==> src/rtl/loong_pkg.sv <==
`default_nettype none
// ============================================================================
// Module   : loong_pkg
// Purpose  : Shared definitions for the LOONG round sequencer: controller
//            state encoding, round-index width, round-constant seed and the
//            round-constant LFSR step function.
// Ports    : none (package)
// Revision : 1.0 - initial release
// ============================================================================
package loong_pkg;

    localparam int          ROUND_W = 5;
    localparam logic [3:0]  RC_INIT = 4'h1;

    typedef enum logic [2:0] {
        ST_IDLE  = 3'd0,
        ST_LOAD  = 3'd1,
        ST_ARK0  = 3'd2,
        ST_SUB   = 3'd3,
        ST_SHIFT = 3'd4,
        ST_MIX   = 3'd5,
        ST_ARK   = 3'd6,
        ST_DONE  = 3'd7
    } state_e;

    // Maximal-length 4-bit LFSR (period 15): 1,3,7,F,E,D,A,5,B,6,C,9,2,4,8.
    function automatic logic [3:0] rc_next(input logic [3:0] rc);
        return {rc[2:0], rc[3] ^ rc[0]};
    endfunction

endpackage
`default_nettype wire

==> src/rtl/loong_round_ctrl_if.sv <==
`default_nettype none
// ============================================================================
// Module   : loong_round_ctrl_if
// Purpose  : Control/handshake bundle between the LOONG round sequencer and
//            its environment (host start/done, matrix builder load handshake,
//            round-key fetch handshake, datapath layer enables).
// Modports : master - the sequencer (drives status, enables, requests)
//            slave  - the environment (drives start, matrix_done, key_valid)
// Revision : 1.0 - initial release
// ============================================================================
interface loong_round_ctrl_if;
    import loong_pkg::*;

    logic               start;
    logic               busy;
    logic               done;
    logic               err;
    logic               load_req;
    logic               matrix_done;
    logic               key_req;
    logic               key_valid;
    logic               sb_en;
    logic               sr_en;
    logic               mc_en;
    logic               ark_en;
    logic [ROUND_W-1:0] round_idx;
    logic [3:0]         rc;
    logic               last_round;

    modport master (
        input  start, matrix_done, key_valid,
        output busy, done, err, load_req, key_req,
               sb_en, sr_en, mc_en, ark_en, round_idx, rc, last_round
    );

    modport slave (
        output start, matrix_done, key_valid,
        input  busy, done, err, load_req, key_req,
               sb_en, sr_en, mc_en, ark_en, round_idx, rc, last_round
    );

endinterface
`default_nettype wire

==> src/rtl/loong_rc_lfsr.sv <==
`default_nettype none
// ============================================================================
// Module   : loong_rc_lfsr
// Purpose  : 4-bit round-constant LFSR. Loads RC_INIT on init (or reset) and
//            advances one step on step. init has priority over step.
// Ports    : clck - clock (posedge)
//            rst  - synchronous active-high reset
//            init - reload RC_INIT
//            step - advance to the next round constant
//            rc   - current round constant
// Revision : 1.0 - initial release
// ============================================================================
module loong_rc_lfsr
    import loong_pkg::*;
(
    input  wire logic       clck,
    input  wire logic       rst,
    input  wire logic       init,
    input  wire logic       step,
    output logic [3:0]      rc
);

    logic [3:0] rc_q;
    logic [3:0] rc_d;

    always_comb begin
        rc_d = rc_q;
        if (init) begin
            rc_d = RC_INIT;
        end else if (step) begin
            rc_d = rc_next(rc_q);
        end
    end

    always_ff @(posedge clck) begin
        if (rst) begin
            rc_q <= RC_INIT;
        end else begin
            rc_q <= rc_d;
        end
    end

    assign rc = rc_q;

endmodule
`default_nettype wire

==> src/rtl/loong_round_ctrl.sv <==
`default_nettype none
// ============================================================================
// Module   : loong_round_ctrl
// Purpose  : Round sequencer for the LOONG nibble-cipher datapath. Fires a
//            matrix load, waits for the builder (with timeout), then steps
//            ARK0 followed by NUM_ROUNDS rounds of SUB/SHIFT/MIX/ARK,
//            fetching one round key per ARK and supplying the round constant.
// Ports    : clck - clock (posedge)
//            rst  - synchronous active-high reset
//            bus  - loong_round_ctrl_if.master: start/busy/done/err,
//                   load_req/matrix_done, key_req/key_valid,
//                   sb_en/sr_en/mc_en/ark_en, round_idx, rc, last_round
// Revision : 1.0 - initial release
// ============================================================================
module loong_round_ctrl
    import loong_pkg::*;
#(
    parameter int NUM_ROUNDS   = 16,
    parameter int MC_SKIP_LAST = 1,
    parameter int LOAD_TIMEOUT = 8
) (
    input  wire logic               clck,
    input  wire logic               rst,
    loong_round_ctrl_if.master      bus
);

    localparam int                  LCNT_W    = $clog2(LOAD_TIMEOUT + 1);
    localparam logic [ROUND_W-1:0]  LAST_IDX  = ROUND_W'(NUM_ROUNDS - 1);
    localparam logic [LCNT_W-1:0]   LCNT_LAST = LCNT_W'(LOAD_TIMEOUT - 1);

    state_e             state_q, state_d;
    logic [ROUND_W-1:0] round_q, round_d;
    logic [LCNT_W-1:0]  lcnt_q,  lcnt_d;
    logic               err_q,   err_d;

    logic               rc_init;
    logic               rc_step;
    logic               in_round;
    logic               is_last;
    logic               key_phase;
    logic [3:0]         rc_cur;

    // Round-body states are the only ones where last_round may be asserted;
    // ARK0 precedes round 0 and is deliberately excluded.
    assign in_round  = (state_q == ST_SUB) || (state_q == ST_SHIFT) ||
                       (state_q == ST_MIX) || (state_q == ST_ARK);
    assign is_last   = in_round && (round_q == LAST_IDX);
    assign key_phase = (state_q == ST_ARK0) || (state_q == ST_ARK);

    always_comb begin
        state_d = state_q;
        round_d = round_q;
        lcnt_d  = lcnt_q;
        err_d   = err_q;
        rc_init = 1'b0;
        rc_step = 1'b0;

        case (state_q)
            ST_IDLE: begin
                if (bus.start) begin
                    state_d = ST_LOAD;
                    round_d = '0;
                    lcnt_d  = '0;
                    err_d   = 1'b0;
                    rc_init = 1'b1;
                end
            end
            ST_LOAD: begin
                lcnt_d = lcnt_q + LCNT_W'(1);
                // matrix_done on the final allowed cycle still wins.
                if (bus.matrix_done) begin
                    state_d = ST_ARK0;
                end else if (lcnt_q == LCNT_LAST) begin
                    state_d = ST_DONE;
                    err_d   = 1'b1;
                end
            end
            ST_ARK0: begin
                if (bus.key_valid) begin
                    state_d = ST_SUB;
                end
            end
            ST_SUB: begin
                state_d = ST_SHIFT;
            end
            ST_SHIFT: begin
                if ((MC_SKIP_LAST != 0) && is_last) begin
                    state_d = ST_ARK;
                end else begin
                    state_d = ST_MIX;
                end
            end
            ST_MIX: begin
                state_d = ST_ARK;
            end
            ST_ARK: begin
                if (bus.key_valid) begin
                    if (is_last) begin
                        state_d = ST_DONE;
                    end else begin
                        state_d = ST_SUB;
                        round_d = round_q + ROUND_W'(1);
                        rc_step = 1'b1;
                    end
                end
            end
            ST_DONE: begin
                state_d = ST_IDLE;
            end
            default: begin
                state_d = ST_IDLE;
            end
        endcase
    end

    always_ff @(posedge clck) begin
        if (rst) begin
            state_q <= ST_IDLE;
            round_q <= '0;
            lcnt_q  <= '0;
            err_q   <= 1'b0;
        end else begin
            state_q <= state_d;
            round_q <= round_d;
            lcnt_q  <= lcnt_d;
            err_q   <= err_d;
        end
    end

    loong_rc_lfsr u_rc_lfsr (
        .clck (clck),
        .rst  (rst),
        .init (rc_init),
        .step (rc_step),
        .rc   (rc_cur)
    );

    // All outputs decode registered state; only ark_en also looks at the
    // key_valid input so the XOR lands in the cycle the key is present.
    assign bus.busy       = (state_q != ST_IDLE);
    assign bus.done       = (state_q == ST_DONE);
    assign bus.err        = err_q;
    assign bus.load_req   = (state_q == ST_LOAD) && (lcnt_q == '0);
    assign bus.key_req    = key_phase;
    assign bus.ark_en     = key_phase && bus.key_valid;
    assign bus.sb_en      = (state_q == ST_SUB);
    assign bus.sr_en      = (state_q == ST_SHIFT);
    assign bus.mc_en      = (state_q == ST_MIX);
    assign bus.round_idx  = round_q;
    assign bus.rc         = rc_cur;
    assign bus.last_round = is_last;

endmodule
`default_nettype wire

==> src/flat_wrapper.sv <==
// flat-port wrapper written by rule: the top's interface ports become plain ports
module loong_round_ctrl_flat import loong_pkg::*;
#(
    parameter int NUM_ROUNDS   = 16,
    parameter int MC_SKIP_LAST = 1,
    parameter int LOAD_TIMEOUT = 8
)
  (clck, rst, bus_start, bus_matrix_done, bus_key_valid, bus_busy, bus_done, bus_err, bus_load_req, bus_key_req, bus_sb_en, bus_sr_en, bus_mc_en, bus_ark_en, bus_round_idx, bus_rc, bus_last_round);
  loong_round_ctrl_if bus_i ();
  input  wire logic clck;
  input  wire logic rst;
  input wire logic [$bits(bus_i.start)-1:0] bus_start;
  input wire logic [$bits(bus_i.matrix_done)-1:0] bus_matrix_done;
  input wire logic [$bits(bus_i.key_valid)-1:0] bus_key_valid;
  output wire logic [$bits(bus_i.busy)-1:0] bus_busy;
  output wire logic [$bits(bus_i.done)-1:0] bus_done;
  output wire logic [$bits(bus_i.err)-1:0] bus_err;
  output wire logic [$bits(bus_i.load_req)-1:0] bus_load_req;
  output wire logic [$bits(bus_i.key_req)-1:0] bus_key_req;
  output wire logic [$bits(bus_i.sb_en)-1:0] bus_sb_en;
  output wire logic [$bits(bus_i.sr_en)-1:0] bus_sr_en;
  output wire logic [$bits(bus_i.mc_en)-1:0] bus_mc_en;
  output wire logic [$bits(bus_i.ark_en)-1:0] bus_ark_en;
  output wire logic [$bits(bus_i.round_idx)-1:0] bus_round_idx;
  output wire logic [$bits(bus_i.rc)-1:0] bus_rc;
  output wire logic [$bits(bus_i.last_round)-1:0] bus_last_round;
  assign bus_i.start = bus_start;
  assign bus_i.matrix_done = bus_matrix_done;
  assign bus_i.key_valid = bus_key_valid;
  assign bus_busy = bus_i.busy;
  assign bus_done = bus_i.done;
  assign bus_err = bus_i.err;
  assign bus_load_req = bus_i.load_req;
  assign bus_key_req = bus_i.key_req;
  assign bus_sb_en = bus_i.sb_en;
  assign bus_sr_en = bus_i.sr_en;
  assign bus_mc_en = bus_i.mc_en;
  assign bus_ark_en = bus_i.ark_en;
  assign bus_round_idx = bus_i.round_idx;
  assign bus_rc = bus_i.rc;
  assign bus_last_round = bus_i.last_round;
  loong_round_ctrl #(.NUM_ROUNDS(NUM_ROUNDS), .MC_SKIP_LAST(MC_SKIP_LAST), .LOAD_TIMEOUT(LOAD_TIMEOUT)) u_core (.clck(clck), .rst(rst), .bus(bus_i));
endmodule
==> config.mk <==
export PLATFORM = sky130hd
export DESIGN_NAME = loong_round_ctrl_flat
export DESIGN_NICKNAME = d
export VERILOG_FILES = /design/src/rtl/loong_pkg.sv /design/src/rtl/loong_round_ctrl_if.sv /design/src/rtl/loong_rc_lfsr.sv /design/src/rtl/loong_round_ctrl.sv /design/src/flat_wrapper.sv
export SDC_FILE = /design/constraint.sdc
export NUM_CORES = 1
export LEC_CHECK = 0
export CORE_MARGIN = 1.5
export CORE_UTILIZATION = 30
export DETAILED_ROUTE_END_ITERATION = 8
export GPL_TIMING_DRIVEN = 1
export PLACE_DENSITY = 0.63
export SLEW_MARGIN = 10
export SYNTH_ARGS = -nofsm -noshare
export SYNTH_HDL_FRONTEND = slang
export SYNTH_SLANG_ARGS = --single-unit
export TNS_END_PERCENT = 30
==> constraint.sdc <==
create_clock -name clck -period 5.4 [get_ports clck]
set_input_delay 1.08 -clock clck [delete_from_list [all_inputs] [get_ports clck]]
set_output_delay 1.08 -clock clck [all_outputs]
set_load 0.02 [all_outputs]
==> results of run 1 <==
power breakdown:
group / leakage (nW) / switching [mW] / internal [mW]
sequential: 0.138 / 0.0214 / 0.134
clock: 0.0150 / 0.0365 / 0.0286
combinational: 0.273 / 0.0555 / 0.0523
total: 0.426 / 0.113 / 0.215
cells in the final DEF, fill, tap and decap left out, drive strengths merged, types with 2 or more instances in the layout:
master	synthesis	final
clkdlybuf4s50	0	23
nor2	19	19
dfxtp	17	17
a21oi	10	10
inv	6	6
nand2	5	5
ha	4	4
clkbuf	2	4
xnor2	3	3
nor2b	3	3
mux2i	3	3
nand3	3	3
a211oi	3	3
nor3b	2	2
or2	2	2
nor4b	2	2
nand3b	2	2
o21ai	2	2
xor2	2	2
nand2b	2	2
or3b	2	2
worst max path at each step:
stage,from,end,slack [ns],cells after the start
finish,u_core.state_q[0],bus_load_req,1.85,3
global route,u_core.state_q[0],bus_load_req,1.71,3
CTS,u_core.state_q[0],bus_load_req,1.85,3
detailed placement,bus_key_valid,bus_ark_en,1.90,3
global placement,bus_key_valid,bus_ark_en,1.92,3
floorplan,u_core.state_q[2],bus_load_req,2.59,3
Yosys cell counts:
cell	instances
nand3b_1	2
buf_6	1
xor2_1	2
nor4b_1	2
o21ai_0	2
a41oi_1	1
or3b_4	1
and2_1	1
nand2b_1	2
buf_4	2
nand2_1	5
a21bo_2	1
inv_1	6
or4b_1	1
a21oi_1	9
ha_1	4
a211oi_2	2
or3_1	1
or3b_2	1
nor3b_1	2
a21oi_4	1
o2bb2ai_1	1
a211o_1	1
nor2_2	1
nor3_1	1
buf_2	2
nor4_1	1
and3b_1	1
mux2i_1	3
a22oi_1	1
a211oi_1	1
and3_1	1
nand4b_1	1
a311oi_1	1
or2_2	2
nand3_1	3
nor2b_1	3
dfxtp_1	17
nor2_1	18
clkbuf_1	2
xnor2_1	3
sequential cells by signal, summed over array words and instances, names as in the netlist:
signal and flops:
u_core.state_q 3, u_core.bus.err 1, u_core.lcnt_q 4, u_core.u_rc_lfsr.rc 4
u_core.bus.round_idx 5
cell families (layout without fill, tap and decap cells):
group	after synthesis	in the layout	share of synthesized area, %
compound gates	21	21	16.2
mux	3	3	3.12
xor+xnor	5	5	4.55
flops	17	17	35.3
buf+inv	13	33	6.88
simple gates	50	50	28.7
fa+ha+maj	4	4	5.20
stage by stage:
stage	util, %	power, mW
6_report	40.3	0.329
3_3_place_gp	39.5	0.264
4_1_cts	40.3	0.335
2_1_floorplan	-	0.235
3_5_place_dp	39.5	0.266
5_1_grt	40.3	0.354
worst min-delay path: cells and delay by family, from the launching register on:
family	cells	cell delay (ns)
compound gates	1	0.04
flops	1	0.34
simple gates	1	0.07
metal layers:
layer,part of all wire (%),vias up,GRT usage [%],wire length (um)
li1,-,432,-,-
met1,49,378,16.4,990
met2,44,26,19.9,884
met5,0,-,0,0
met3,5.4,4,1.73,109
met4,2.0,0,7.62,41
final cells by class:
type                    instances  share of cell area [%]
clock buffers                   4                    2.13
inverters                       6                    1.83
multi-input cells              83                    45.2
flip-flops and latches         17                    27.6
well taps                      44                    4.47
repair buffers                 23                    18.7
==> results.sh, run 1 <==
export IMPL_hold_depth=2
export IMPL_r2r_end="u_core.bus.round_idx[2]"
export IMPL_slew_headroom_pct=61.3
export IMPL_ant_nets=0
export IMPL_ir_worst_vdd_v=0.0000813
export IMPL_grt_pass1_wl_um=3440
export IMPL_ctsResizeCount=0
export IMPL_wl_per_cell_um=11.4
export IMPL_slowest_delay_ns=0.70
export IMPL_critical_path_class="reg -> out"
export IMPL_antenna_cells=0
export IMPL_rows=20
export IMPL_dp_cells=173
export IMPL_cts_sinks=17
export IMPL_post_route_period_util_pct=65.7
export IMPL_crit_required_ns=4.32
export IMPL_hpwl_um=1510
export IMPL_slowest_stage="dfxtp_1"
export IMPL_antenna_found_initial=0
export IMPL_cp_start_kind="flop"
export IMPL_grt_pass1_vias=814
export IMPL_io_buffers=23
export IMPL_overflow=0
export IMPL_viasPerCell=4.75
export IMPL_path_clk_slew_ns=0.09
export IMPL_drc=0
export IMPL_rsz0062_at_grt="false"
export IMPL_synth_top_area_cell="dfxtp_1"
export IMPL_cp_top_family="simple AND/OR/NAND/NOR gates"
export IMPL_ys_warn_count=0
export IMPL_r2r_setup_slack_ns=3.50
export IMPL_period_needed_ns=3.55
export IMPL_stdcell_area_um2=1230
export IMPL_via_count=840
export IMPL_hold_path_class="reg -> reg"
export IMPL_setup_worst_path_end_class="output pin"
export IMPL_io_pins=24
export IMPL_grt_max_degree=19
export IMPL_p_leak_nw=0.426
export IMPL_timing_fmax_mhz=282
export IMPL_syn_instance_count=113
export IMPL_clock_root_buffer="clkbuf_4"
export IMPL_dieArea_um2=3560
export IMPL_cts_tree="built"
export IMPL_coreArea_um2=3050
export IMPL_hold_start="u_core.bus.err"
export IMPL_detailedPlace_worstSlack_ns=1.90
export IMPL_fin_cells=177
export IMPL_worst_slew_pin_slew_ns=0.580
export IMPL_nets=143
export IMPL_seq_area_frac_synth_pct=35.3
export IMPL_clk_latency_ns=0.28
export IMPL_hold_end="u_core.bus.err"
export IMPL_layout_area_overhead_vs_synth_pct=27.8
export IMPL_maxCapViolations=0
export IMPL_path_cells="or3b_2, nor4b_1, clkdlybuf4s50_1"
export IMPL_setup_viol=0
export IMPL_synth_area_um2=963
export IMPL_tns_ns=0
export IMPL_hold_viol=0
export IMPL_synth_cell_type_count=41
export IMPL_drive_gt1_share_pct=9.02
export IMPL_cp_arrival_ns=2.47
export IMPL_drv_slew=0
export IMPL_status="completed"
export IMPL_synth_avg_cell_area_um2=8.53
export IMPL_cts_hold_buf=0
export IMPL_r2r_start="u_core.bus.round_idx[0]"
export IMPL_synth_seq_cells=17
export IMPL_regArea_um2=340
export IMPL_syn_num_nets=122
export IMPL_die_w_um=59.7
export IMPL_dpl_cell_area_um2=1200
export IMPL_clockBufferDepth=2
export IMPL_drt_iter0_drc=15
export IMPL_r2r_cells=7
export IMPL_drt_wl_total_um=2030
export IMPL_whs_ns=0.479
export IMPL_dr_pass1_iters=4
export IMPL_multi_input_area_um2=557
export IMPL_skew_ns=0.00287
export IMPL_power_density_nw_per_um2=267
export IMPL_synthTopCellsByArea="dfxtp_1, nor2_1, ha_1, a21oi_1, mux2i_1"
export IMPL_grt_total_usage_pct=12.7
export IMPL_nFillCells=333
export IMPL_cts_buffers_inserted=3
export IMPL_crit_buf_inv=1
export IMPL_fp_dieH_um=59.7
export IMPL_cp_max_fo=18
export IMPL_h_tree_depth=1
export IMPL_cts_setup_buffers=0
export IMPL_synth_top_area_share_pct=35.3
export IMPL_place_gp_congestion=0.781
export IMPL_start_util_pct=31.6
export IMPL_worst_slack_ns=1.85
Power figures use the tool's default switching activity.
==> inputs of run 2 (changes only) <==
==> constraint.sdc (replaced) <==
create_clock -name clck -period 3.3 [get_ports clck]
set_input_delay 0.66 -clock clck [delete_from_list [all_inputs] [get_ports clck]]
set_output_delay 0.66 -clock clck [all_outputs]
set_load 0.02 [all_outputs]
==> results.sh, run 2 (synthesis gave the netlist of run 1 again) <==
export IMPL_status="completed"
export IMPL_clk_latency_ns=0.28
export IMPL_coreArea_um2=3050
export IMPL_slowest_stage="clkdlybuf4s50_1"
export IMPL_fp_dieH_um=59.7
export IMPL_drive_gt1_share_pct=9.70
export IMPL_hpwl_um=1530
export IMPL_maxCapViolations=0
export IMPL_slew_headroom_pct=64.1
export IMPL_place_gp_congestion=0.789
export IMPL_crit_required_ns=2.64
export IMPL_whs_ns=0.487
export IMPL_nets=144
export IMPL_path_clk_slew_ns=0.10
export IMPL_skew_ns=0.00142
export IMPL_cts_sinks=17
export IMPL_io_buffers=23
export IMPL_crit_buf_inv=1
export IMPL_slowest_delay_ns=0.66
export IMPL_dieArea_um2=3560
export IMPL_antenna_found_initial=0
export IMPL_ctsResizeCount=0
export IMPL_fin_cells=178
export IMPL_crit_start="u_core.state_q[1]"
export IMPL_start_util_pct=31.6
export IMPL_regArea_um2=340
export IMPL_r2r_start="u_core.bus.round_idx[0]"
export IMPL_hold_path_class="reg -> reg"
export IMPL_dp_cells=174
export IMPL_drv_slew=0
export IMPL_power_density_nw_per_um2=439
export IMPL_dr_pass1_iters=4
export IMPL_io_pins=24
export IMPL_setup_viol=0
export IMPL_r2r_setup_slack_ns=1.41
export IMPL_overflow=0
export IMPL_antenna_cells=0
export IMPL_period_needed_ns=2.97
export IMPL_drc=0
export IMPL_viasPerCell=4.65
export IMPL_rows=20
export IMPL_cts_setup_buffers=0
export IMPL_timing_fmax_mhz=337
export IMPL_grt_total_usage_pct=12.0
export IMPL_path_cells="or3b_2, nor4b_1, clkdlybuf4s50_1"
export IMPL_drt_iter0_drc=14
export IMPL_cp_depth=3
export IMPL_r2r_cells=7
export IMPL_post_route_period_util_pct=89.9
export IMPL_cp_endpoint="bus_load_req"
export IMPL_setup_worst_path_end_class="output pin"
export IMPL_r2r_end="u_core.bus.round_idx[4]"
export IMPL_cp_max_fo=18
export IMPL_drt_wl_total_um=2030
export IMPL_multi_input_area_um2=557
export IMPL_p_leak_nw=0.431
export IMPL_clockBufferDepth=2
export IMPL_die_w_um=59.7
export IMPL_worst_slack_ns=0.334
export IMPL_grt_pass1_vias=732
export IMPL_ant_nets=0
export IMPL_rsz0062_at_grt="false"
export IMPL_finish_utilization_pct=40.6
export IMPL_via_count=827
export IMPL_critical_path_class="reg -> out"
export IMPL_ir_worst_vdd_v=0.000168
export IMPL_layout_area_overhead_vs_synth_pct=28.6
export IMPL_clock_root_buffer="clkbuf_4"
export IMPL_cp_start_kind="flop"
export IMPL_wl_per_cell_um=11.4
export IMPL_cts_hold_buf=0
export IMPL_layout_commonest_cell="clkdlybuf4s50_1"
export IMPL_h_tree_depth=1
export IMPL_cts_tree="built"
export IMPL_grt_pass1_wl_um=3260
export IMPL_cts_buffers_inserted=3
export IMPL_grt_max_degree=19
export IMPL_final_cell_mix="clkdlybuf4s50_1, nor2_1, dfxtp_1"
export IMPL_tns_ns=0
export IMPL_nFillCells=326
export IMPL_cp_arrival_ns=2.31
export IMPL_detailedPlace_worstSlack_ns=0.630
export IMPL_worst_slew_pin_slew_ns=0.531
export IMPL_largest_register_ffs=5
export IMPL_cp_top_family="simple AND/OR/NAND/NOR gates"
export IMPL_hold_viol=0
[run 2: changes by cell type in the layout (fill, tap and decap cells not counted), sizes merged]
cell	before	now
buf	0	1
[run 2: worst min path at each step]
| stage | startpoint | to | slack (ns) | cells past startpoint |
|---|---|---|---|---|
| CTS | u_core.bus.err | u_core.bus.err | 0.49 | 2 |
| global route | u_core.bus.err | u_core.bus.err | 0.54 | 2 |
| detailed placement | u_core.bus.err | u_core.bus.err | 0.47 | 2 |
| finish | u_core.bus.err | u_core.bus.err | 0.49 | 2 |
| floorplan | u_core.lcnt_q[3] | u_core.lcnt_q[3] | 0.50 | 2 |
| global placement | u_core.bus.err | u_core.bus.err | 0.45 | 2 |
[run 2: report_power, final]
group | total, mW | internal [mW] | switching (mW)
combinational | 0.190 | 0.0885 | 0.101
clock | 0.109 | 0.0469 | 0.0624
sequential | 0.245 | 0.220 | 0.0247
total | 0.544 | 0.355 | 0.189
[run 2: tightest hold or removal path: cells and delay by family (launching register included)]
family / cells / cell delay, ns
compound gates: 1 / 0.04
flops: 1 / 0.35
simple gates: 1 / 0.07
[run 2: cell type report]
type                    count  area share [%]
well taps                  44            4.44
inverters                   6            1.82
repair buffers             24            19.2
flip-flops and latches     17            27.5
clock buffers               4            2.12
multi-input cells          83            44.9
[run 2: routing by layer]
| metal | routed length [um] | track usage, % | vias up |
|---|---|---|---|
| li1 | - | - | 436 |
| met1 | 1010 | 16.8 | 369 |
| met2 | 899 | 17.9 | 20 |
| met3 | 85 | 2.16 | 2 |
| met4 | 27 | 5.71 | 0 |
| met5 | 0 | 0 | - |
[run 2: per-stage QoR]
step           cell area, um^2  total power, mW
2_1_floorplan              963            0.384
3_3_place_gp              1210            0.435
3_5_place_dp              1210            0.439
4_1_cts                   1240            0.550
5_1_grt                   1240            0.581
6_report                  1240            0.544
==> inputs of run 3 (changes only) <==
--- a/config.mk
+++ b/config.mk
@@ -5,8 +5,10 @@
 export SDC_FILE = /design/constraint.sdc
 export NUM_CORES = 1
 export LEC_CHECK = 0
+export CORE_ASPECT_RATIO = 0.6
 export CORE_MARGIN = 1.5
 export CORE_UTILIZATION = 30
+export CTS_CLUSTER_DIAMETER = 40
 export DETAILED_ROUTE_END_ITERATION = 8
 export GPL_TIMING_DRIVEN = 1
 export PLACE_DENSITY = 0.63
==> results.sh, run 3 (synthesis gave the netlist of run 1 again) <==
export IMPL_maxCapViolations=0
export IMPL_crit_required_ns=2.64
export IMPL_cp_start_kind="flop"
export IMPL_period_needed_ns=2.85
export IMPL_cp_max_fo=13
export IMPL_viasPerCell=4.66
export IMPL_path_cells="or3b_2, nor4b_1, clkdlybuf4s50_1"
export IMPL_clockBufferDepth=2
export IMPL_cts_hold_buf=0
export IMPL_coreArea_um2=2970
export IMPL_hold_path_class="reg -> reg"
export IMPL_multi_input_area_um2=557
export IMPL_tns_ns=0
export IMPL_timing_fmax_mhz=351
export IMPL_cts_tree="built"
export IMPL_overflow=0
export IMPL_io_pins=24
export IMPL_layout_commonest_cell="clkdlybuf4s50_1"
export IMPL_via_count=824
export IMPL_dr_pass1_iters=4
export IMPL_rsz0062_at_grt="false"
export IMPL_drt_wl_total_um=2130
export IMPL_layout_area_overhead_vs_synth_pct=31.2
export IMPL_path_clk_slew_ns=0.06
export IMPL_ant_nets=0
export IMPL_post_route_period_util_pct=86.4
export IMPL_status="completed"
export IMPL_worst_slew_pin_slew_ns=0.484
export IMPL_grt_pass1_wl_um=3610
export IMPL_largest_register_ffs=5
export IMPL_slowest_stage="clkdlybuf4s50_1"
export IMPL_critical_path_class="reg -> out"
export IMPL_cts_setup_buffers=0
export IMPL_ctsResizeCount=0
export IMPL_setup_worst_path_end_class="output pin"
export IMPL_antenna_found_initial=0
export IMPL_regArea_um2=340
export IMPL_grt_total_usage_pct=13.1
export IMPL_place_gp_congestion=0.820
export IMPL_dieArea_um2=3570
export IMPL_nFillCells=317
export IMPL_io_buffers=23
export IMPL_dpl_cell_area_um2=1220
export IMPL_cts_buffers_inserted=3
export IMPL_antenna_cells=0
export IMPL_setup_viol=0
export IMPL_drive_gt1_share_pct=11.1
export IMPL_clk_latency_ns=0.25
export IMPL_slowest_delay_ns=0.65
export IMPL_grt_max_degree=18
export IMPL_skew_ns=0.00605
export IMPL_ir_worst_vdd_v=0.000200
export IMPL_hpwl_um=1610
export IMPL_slew_headroom_pct=67.3
export IMPL_drt_iter0_drc=57
export IMPL_grt_pass1_vias=769
export IMPL_h_tree_depth=1
export IMPL_stdcell_area_um2=1260
export IMPL_start_util_pct=32.5
export IMPL_cp_arrival_ns=2.19
export IMPL_die_w_um=76.2
export IMPL_nets=145
export IMPL_clock_root_buffer="clkbuf_8"
export IMPL_rows=15
export IMPL_hold_viol=0
export IMPL_p_leak_nw=0.446
export IMPL_cts_sinks=17
export IMPL_drv_slew=0
export IMPL_wl_per_cell_um=12.0
export IMPL_final_cell_mix="clkdlybuf4s50_1, nor2_1, dfxtp_1"
export IMPL_drc=0
export IMPL_whs_ns=0.483
export IMPL_fp_dieH_um=46.9
export IMPL_power_density_nw_per_um2=469
## run 3: changes by cell type in the layout (fill, tap and decap cells not counted)
cell,previous run,this run
clkbuf_4,3,0
clkbuf_8,0,3
buf_4,1,2
clkbuf_1,1,0
clkinv_2,0,1
## run 3: routing by layer
layer / vias to the layer above / GRT usage (%) / wire length (um)
met1: 367 / 19.0 / 1190
met3: 2 / 4.85 / 116
met2: 20 / 19.3 / 813
met4: 0 / 1.11 / 8
li1: 435 / - / -
met5: - / 0 / 0
## run 3: layout make-up
class | instances | share of cell area [%]
clock buffer | 3 | 3.27
clock inverter | 1 | 0.396
inverter | 6 | 1.78
multi-input combinational | 83 | 44.1
sequential | 17 | 26.9
tap | 42 | 4.16
timing repair buffer | 25 | 19.4
## run 3: per-stage QoR
stage          utilization, %  worst slack (ns)  power [mW]  std cells
6_report                 42.6             0.450       0.593        177
5_1_grt                  42.6             0.334       0.638        177
4_1_cts                  42.6             0.437       0.602        177
3_5_place_dp             41.1             0.604       0.445        173
3_3_place_gp             41.1             0.586       0.441        173
2_1_floorplan               -             0.915       0.384        113
## run 3: critical path, delay by kind of cell (launching register included)
family,cells,cell delay [ns]
buf+inv,1,0.65
flops,1,0.43
simple gates,2,0.86
## run 3: final timing paths
kind / startpoint / endpoint / slack (ns) / cells after the start
setup / recovery: u_core.state_q[2] / bus_load_req / 0.45 / 3
hold / removal: u_core.bus.err / u_core.bus.err / 0.48 / 2
setup reg to reg: u_core.bus.round_idx[0] / u_core.bus.round_idx[4] / 1.39 / 7
hold reg to reg: u_core.bus.err / u_core.bus.err / 0.48 / 2
## run 3: where the power goes
| group | switching, mW | total (mW) | internal [mW] |
|---|---|---|---|
| registers | 0.0173 | 0.237 | 0.220 |
| clock network | 0.0699 | 0.154 | 0.0837 |
| logic | 0.111 | 0.202 | 0.0911 |
| total | 0.198 | 0.593 | 0.395 |
==> RTL change 1: new RTL, settings of run 1 <==
`LOAD_TIMEOUT` is set to 8 in 2 places; all go to 16.
--- a/src/rtl/loong_round_ctrl.sv
+++ b/src/rtl/loong_round_ctrl.sv
@@ -19,3 +19,3 @@
     parameter int MC_SKIP_LAST = 1,
-    parameter int LOAD_TIMEOUT = 8
+    parameter int LOAD_TIMEOUT = 16
 ) (
--- a/src/flat_wrapper.sv
+++ b/src/flat_wrapper.sv
@@ -5,3 +5,3 @@
     parameter int MC_SKIP_LAST = 1,
-    parameter int LOAD_TIMEOUT = 8
+    parameter int LOAD_TIMEOUT = 16
 )
Function: changed (a bounded check fails within 10 cycles, from zero or initial values and one cycle with rst high).
==> RTL change 1 against run 1 <==
Design area is 9.5% higher; final cell count grew 8.5%; highest routed layer unchanged; core utilization increased by 0.055 points; maximum frequency is 0.65% lower; routed wire length rose by 23%; sequential cell count increased by 1; count of clock-buffer cells in the layout is the same; setup slack worse by 0.023 ns; combinational power decreased by 14%; area after synthesis is 8.3% higher; total power rose by 2.1%; die area is 7.9% higher; largest cell class unchanged.
==> RTL change 1: results (changes against run 1) <==
Run status -> finished, final reports clean
Dpl hpwl -> 1.79 mm (+18%)
Data arrival, critical path -> 2.49 ns (+0.02 ns)
Global-route wire length before repair -> 4.04 mm (+17%)
Vias -> 970 (+15%)
Min-delay src -> u_core.bus.round_idx[3]$_SDFFE_PP0P_
CTS Buf Count -> 3 (unchanged)
Post CTS Setup Buffer Count -> 0 (unchanged)
RR Startpoint -> u_core.bus.round_idx[0]$_SDFFE_PP0P_
Sequential share of the synthesized area -> 34.5% (-0.79 points)
Setup Skew -> 0.00579 ns (+0.00292 ns)
Worst-path clk slew -> 0.10 ns
Synthesized area per cell -> 8.48 µm² (-0.49%)
Leak -> 0.508 nW (+19%)
Clock root buffer -> clkbuf_4
CP max stage delay -> 0.61 ns (-0.09 ns)
Drt via density -> 5.05 (+6.5%)
Fill count -> 354 (+6.3%)
All-Layer GR Usage -> 14.0% (+1.4 points)
Drt first pass iters -> 4 (unchanged)
Port-buffer cells -> 23 (unchanged)
Initial DRC Count -> 31 (+16)
Worst-Skew Late Latency -> 0.30 ns (+0.02 ns)
Asr flop ratio synth -> 0% (unchanged)
Worst rel slew slack -> 61.3% (about the same)
Dpl cells -> 188 (+8.7%)
Worst hold-check path type -> reg2reg
Final nets -> 157 (+9.8%)
Worst-path fanout max -> 7 (-11)
Max clock buf depth -> 2 (unchanged)
Critical-path top delay cell -> clkdlybuf4s50_1
Crit path max-delay family -> buffers and inverters
Post-cts sizing count -> 0 (unchanged)
Synth warn -> 0 (unchanged)
Commonest cells post-synth -> dfxtp_1, nor2_1, inv_1
Number of global-route vias before repair -> 885 (+8.7%)
Syn Nets -> 133 (+9.0%)
Initial antenna violation count -> 0 (unchanged)
Final GP Congestion -> 0.827 (+5.8%)
Worst VDD drop -> 0.0867 mV (+6.7%)
Ant. Diodes -> 0 (unchanged)
Critical Path Source -> bus_key_valid
Layout cells sized above 1 -> 6.85% (-2.2 points)
Largest net degree at the start of global routing -> 17 (-2)
Yosys cell types -> 44 (+7.3%)
# H-tree levels -> 1 (unchanged)
EDFF count, synth -> 0 (unchanged)
Dominant cells by area after synthesis -> dfxtp_1, ha_1, nor2_1, inv_1, a21oi_1
Routed WL per cell -> 13.0 µm (+13%)
## RTL change 1: cell types whose count changed after synthesis, moves of 3 or more
| cell | change |
|---|---|
| nor2_1 | -4 |
| inv_1 | +5 |
| nor3_1 | +7 |
| and3_1 | +3 |
## RTL change 1: final timing paths
kind / slack [ns] / cells past startpoint / to
max: 1.83 / 3 / bus_ark_en
min: 0.49 / 2 / u_core.bus.round_idx[3]$_SDFFE_PP0P_
min reg2reg: 0.49 / 2 / u_core.bus.round_idx[3]$_SDFFE_PP0P_
max reg2reg: 3.40 / 7 / u_core.bus.round_idx[2]$_SDFFE_PP0P_
## RTL change 1: power by group
group	switching, mW	internal (mW)	leakage (nW)
sequential	0.0178	0.139	0.146
combinational	0.0520	0.0413	0.341
clock	0.0448	0.0411	0.0210
total	0.115	0.221	0.508
## RTL change 1: final cells by class
cell class	instances	area [µm²]	area share, %
multi-input combinational	90	622	46.1
sequential	18	360	26.7
timing repair buffer	23	230	17.1
tap	46	57.6	4.27
inverter	11	41.3	3.06
clock buffer	4	36.3	2.69
## RTL change 1: metrics by stage
stage,instance area [µm²],setup WS [ns],utilization (%)
floorplan,1040,2.71,-
global placement,1310,1.86,39.3
detailed placement,1310,1.83,39.3
CTS,1350,1.82,40.4
global route,1350,1.79,40.4
finish,1350,1.83,40.4
## RTL change 1: cells by family (layout without fill, tap and decap cells)
kind of cell,count (synthesis),after routing,share of synthesized area [%]
buf+inv,15,38,5.88
xor+xnor,1,1,0.839
flops,18,18,34.5
compound gates,27,27,17.7
fa+ha+maj,5,5,6.00
mux,5,5,4.92
simple gates,52,52,30.1
## RTL change 1: metal layers
layer	part of all wire [%]	GRT usage, %
met5	0	0
met3	2.4	1.04
met4	1.5	6.99
met1	47	17.9
met2	49	23.8
## RTL change 1: worst register-to-register path, delay by kind of cell (launching register included)
kind,cells,cell delay [ns]
adders and majority gates,2,0.55
and+or+nand+nor,3,0.53
AOI/OAI and AO/OA,2,0.45
DFF,1,0.40
==> RTL change 2: new RTL, settings of run 1 <==
Made on the original files. Reset style: asynchronous (`rst`), changed in 2 clocked blocks. Comments in the files are not updated.
--- a/src/rtl/loong_rc_lfsr.sv
+++ b/src/rtl/loong_rc_lfsr.sv
@@ -34,3 +34,3 @@
 
-    always_ff @(posedge clck) begin
+    always_ff @(posedge clck or posedge rst) begin
         if (rst) begin
--- a/src/rtl/loong_round_ctrl.sv
+++ b/src/rtl/loong_round_ctrl.sv
@@ -115,3 +115,3 @@
 
-    always_ff @(posedge clck) begin
+    always_ff @(posedge clck or posedge rst) begin
         if (rst) begin
Check against the original RTL: differs if rst is asserted again (counterexample within 4 cycles, from zero or initial values and one cycle with rst high); with rst held inactive, the same outputs for 10 cycles.
==> RTL change 2 against run 1 <==
Global-route usage is 0.21 points lower; setup slack got worse by 0.0029 ns; design area grew 2.6%; clock skew decreased by 0.0012 ns; sequential cell count unchanged; area after synthesis fell by 0.39%; routed wire length fell by 1.0%; critical path type is now in2out.
Power is not compared: it rests on default switching activity, and its combinational part moved more than twofold at a synthesized area within 25%.
==> RTL change 2: results (changes against run 1) <==
Drt via density -> 4.79 (+0.92%)
Leak -> 0.533 nW
Buffering overhead -> 18.2% (-0.48 points)
Number of global-route vias before repair -> 782 (-3.9%)
Dpl cells -> 167 (-3.5%)
Commonest cells post-synth -> dfrtp_1, nand2_1, inv_1
Adder-Cell Fraction of Synth Area -> 5.22% (+0.020 points)
Run status -> finished, final reports clean
Worst hold-check path type -> reg2reg
DP Worst Slack -> 1.85 ns (-0.0482 ns)
Dominant cells by area after synthesis -> dfrtp_1, nand2_1, ha_1, a21oi_1, inv_1
Placed cell areas -> 1230 µm² (+2.4%)
Routed WL -> 2.00 mm (-1.0%)
Clock root buffer -> clkbuf_4
Final nets -> 137 (-4.2%)
Syn Nets -> 112 (-8.2%)
Inverters -> 9 (+3)
Synth Area in Compound Gates -> 16.3% (+0.063 points)
Routed WL per cell -> 11.7 µm (+2.4%)
Initial DRC Count -> 16 (+1)
Initial antenna violation count -> 0 (unchanged)
All-Layer GR Usage -> 12.5% (-0.21 points)
Sequential share of the synthesized area -> 44.5% (+9.1 points)
Register area -> 427 µm² (+25%)
Die area -> 3550 µm² (-0.37%)
Worst-path fanout max -> 4 (-14)
Asr flop ratio synth -> 100% (+100 points)
# H-tree levels -> 1 (unchanged)
Largest net degree at the start of global routing -> 18 (-1)
Multi-input logic portion of the cell area -> 38.6% (-6.6 points)
Layout cells sized above 1 -> 7.09% (-1.9 points)
Final GP Congestion -> 0.735 (-5.9%)
Worst rel slew slack -> 50.6% (-11 points)
Worst-path clk slew -> 0.11 ns (+0.02 ns)
Multi-input comb cells -> 74 (-11%)
Final clock-cell share -> 2.38% (+0.24 points)
Yosys cell types -> 38 (-7.3%)
Synthesized area per cell -> 9.32 µm² (+9.3%)
Main synth FF type -> dfrtp_1
Post CTS Setup Buffer Count -> 0 (unchanged)
Sequential cell area share -> 33.8% (+6.1 points)
Global-route wire length before repair -> 3.41 mm (-0.81%)
Mux cell area share after synthesis -> 2.09% (-1.0 points)
Dpl hpwl -> 1.52 mm (+0.61%)
Post-Synth XOR/XNOR Area -> 1.83% (-2.7 points)
Data arrival, critical path -> 2.47 ns (about the same)
Setup Skew -> 0.00170 ns (-0.00117 ns)
Fill count -> 323 (-3.0%)
## RTL change 2: cell types whose count changed in the layout (fill, tap and decap cells not counted), moves of 3 or more
cell	change
nand2_1	+9
dfxtp_1	-17
nor2_1	-11
dfrtp_1	+16
o21ai_1	+4
a21oi_1	-3
## RTL change 2: worst paths after layout
kind / end / cells past startpoint / start / slack, ns
worst max register to register: u_core.bus.round_idx[3]$_DFFE_PP0P_ / 6 / u_core.bus.round_idx[0]$_DFFE_PP0P_ / 3.32
worst min register to register: u_core.u_rc_lfsr.rc[0]$_DFFE_PP1P_ / 1 / u_core.u_rc_lfsr.rc[3]$_DFFE_PP0P_ / 0.48
max in group asynchronous: u_core.state_q[0]$_DFFE_PP0P_ / 2 / rst / 3.83
worst max-delay path: bus_ark_en / 4 / bus_key_valid / 1.85
min in group asynchronous: u_core.lcnt_q[1]$_DFFE_PP0P_ / 2 / rst / 1.17
worst min-delay path: u_core.u_rc_lfsr.rc[0]$_DFFE_PP1P_ / 1 / u_core.u_rc_lfsr.rc[3]$_DFFE_PP0P_ / 0.48
## RTL change 2: worst max-delay path: stages
cell,delay [ns]
clkdlybuf4s50_1,0.49
inv_1,0.10
nor3_1,0.15
clkdlybuf4s50_1,0.64
## RTL change 2: logic make-up (layout without fill, tap and decap cells)
| group | count (synthesis) | after routing |
|---|---|---|
| buffers and inverters | 12 | 36 |
| adder cells (fa/ha/maj) | 4 | 4 |
| XOR/XNOR | 2 | 2 |
| multiplexers | 2 | 2 |
| flip-flops | 17 | 17 |
| AO/OA/AOI/OAI | 24 | 24 |
| AND/OR/NAND/NOR | 42 | 42 |
## RTL change 2: metal layers
layer	vias to the layer above	track usage, %	routed length [µm]
met4	0	2.86	8
li1	416	-	-
met5	-	0	0
met2	13	19.9	914
met3	2	3.71	81
met1	388	16.6	1000
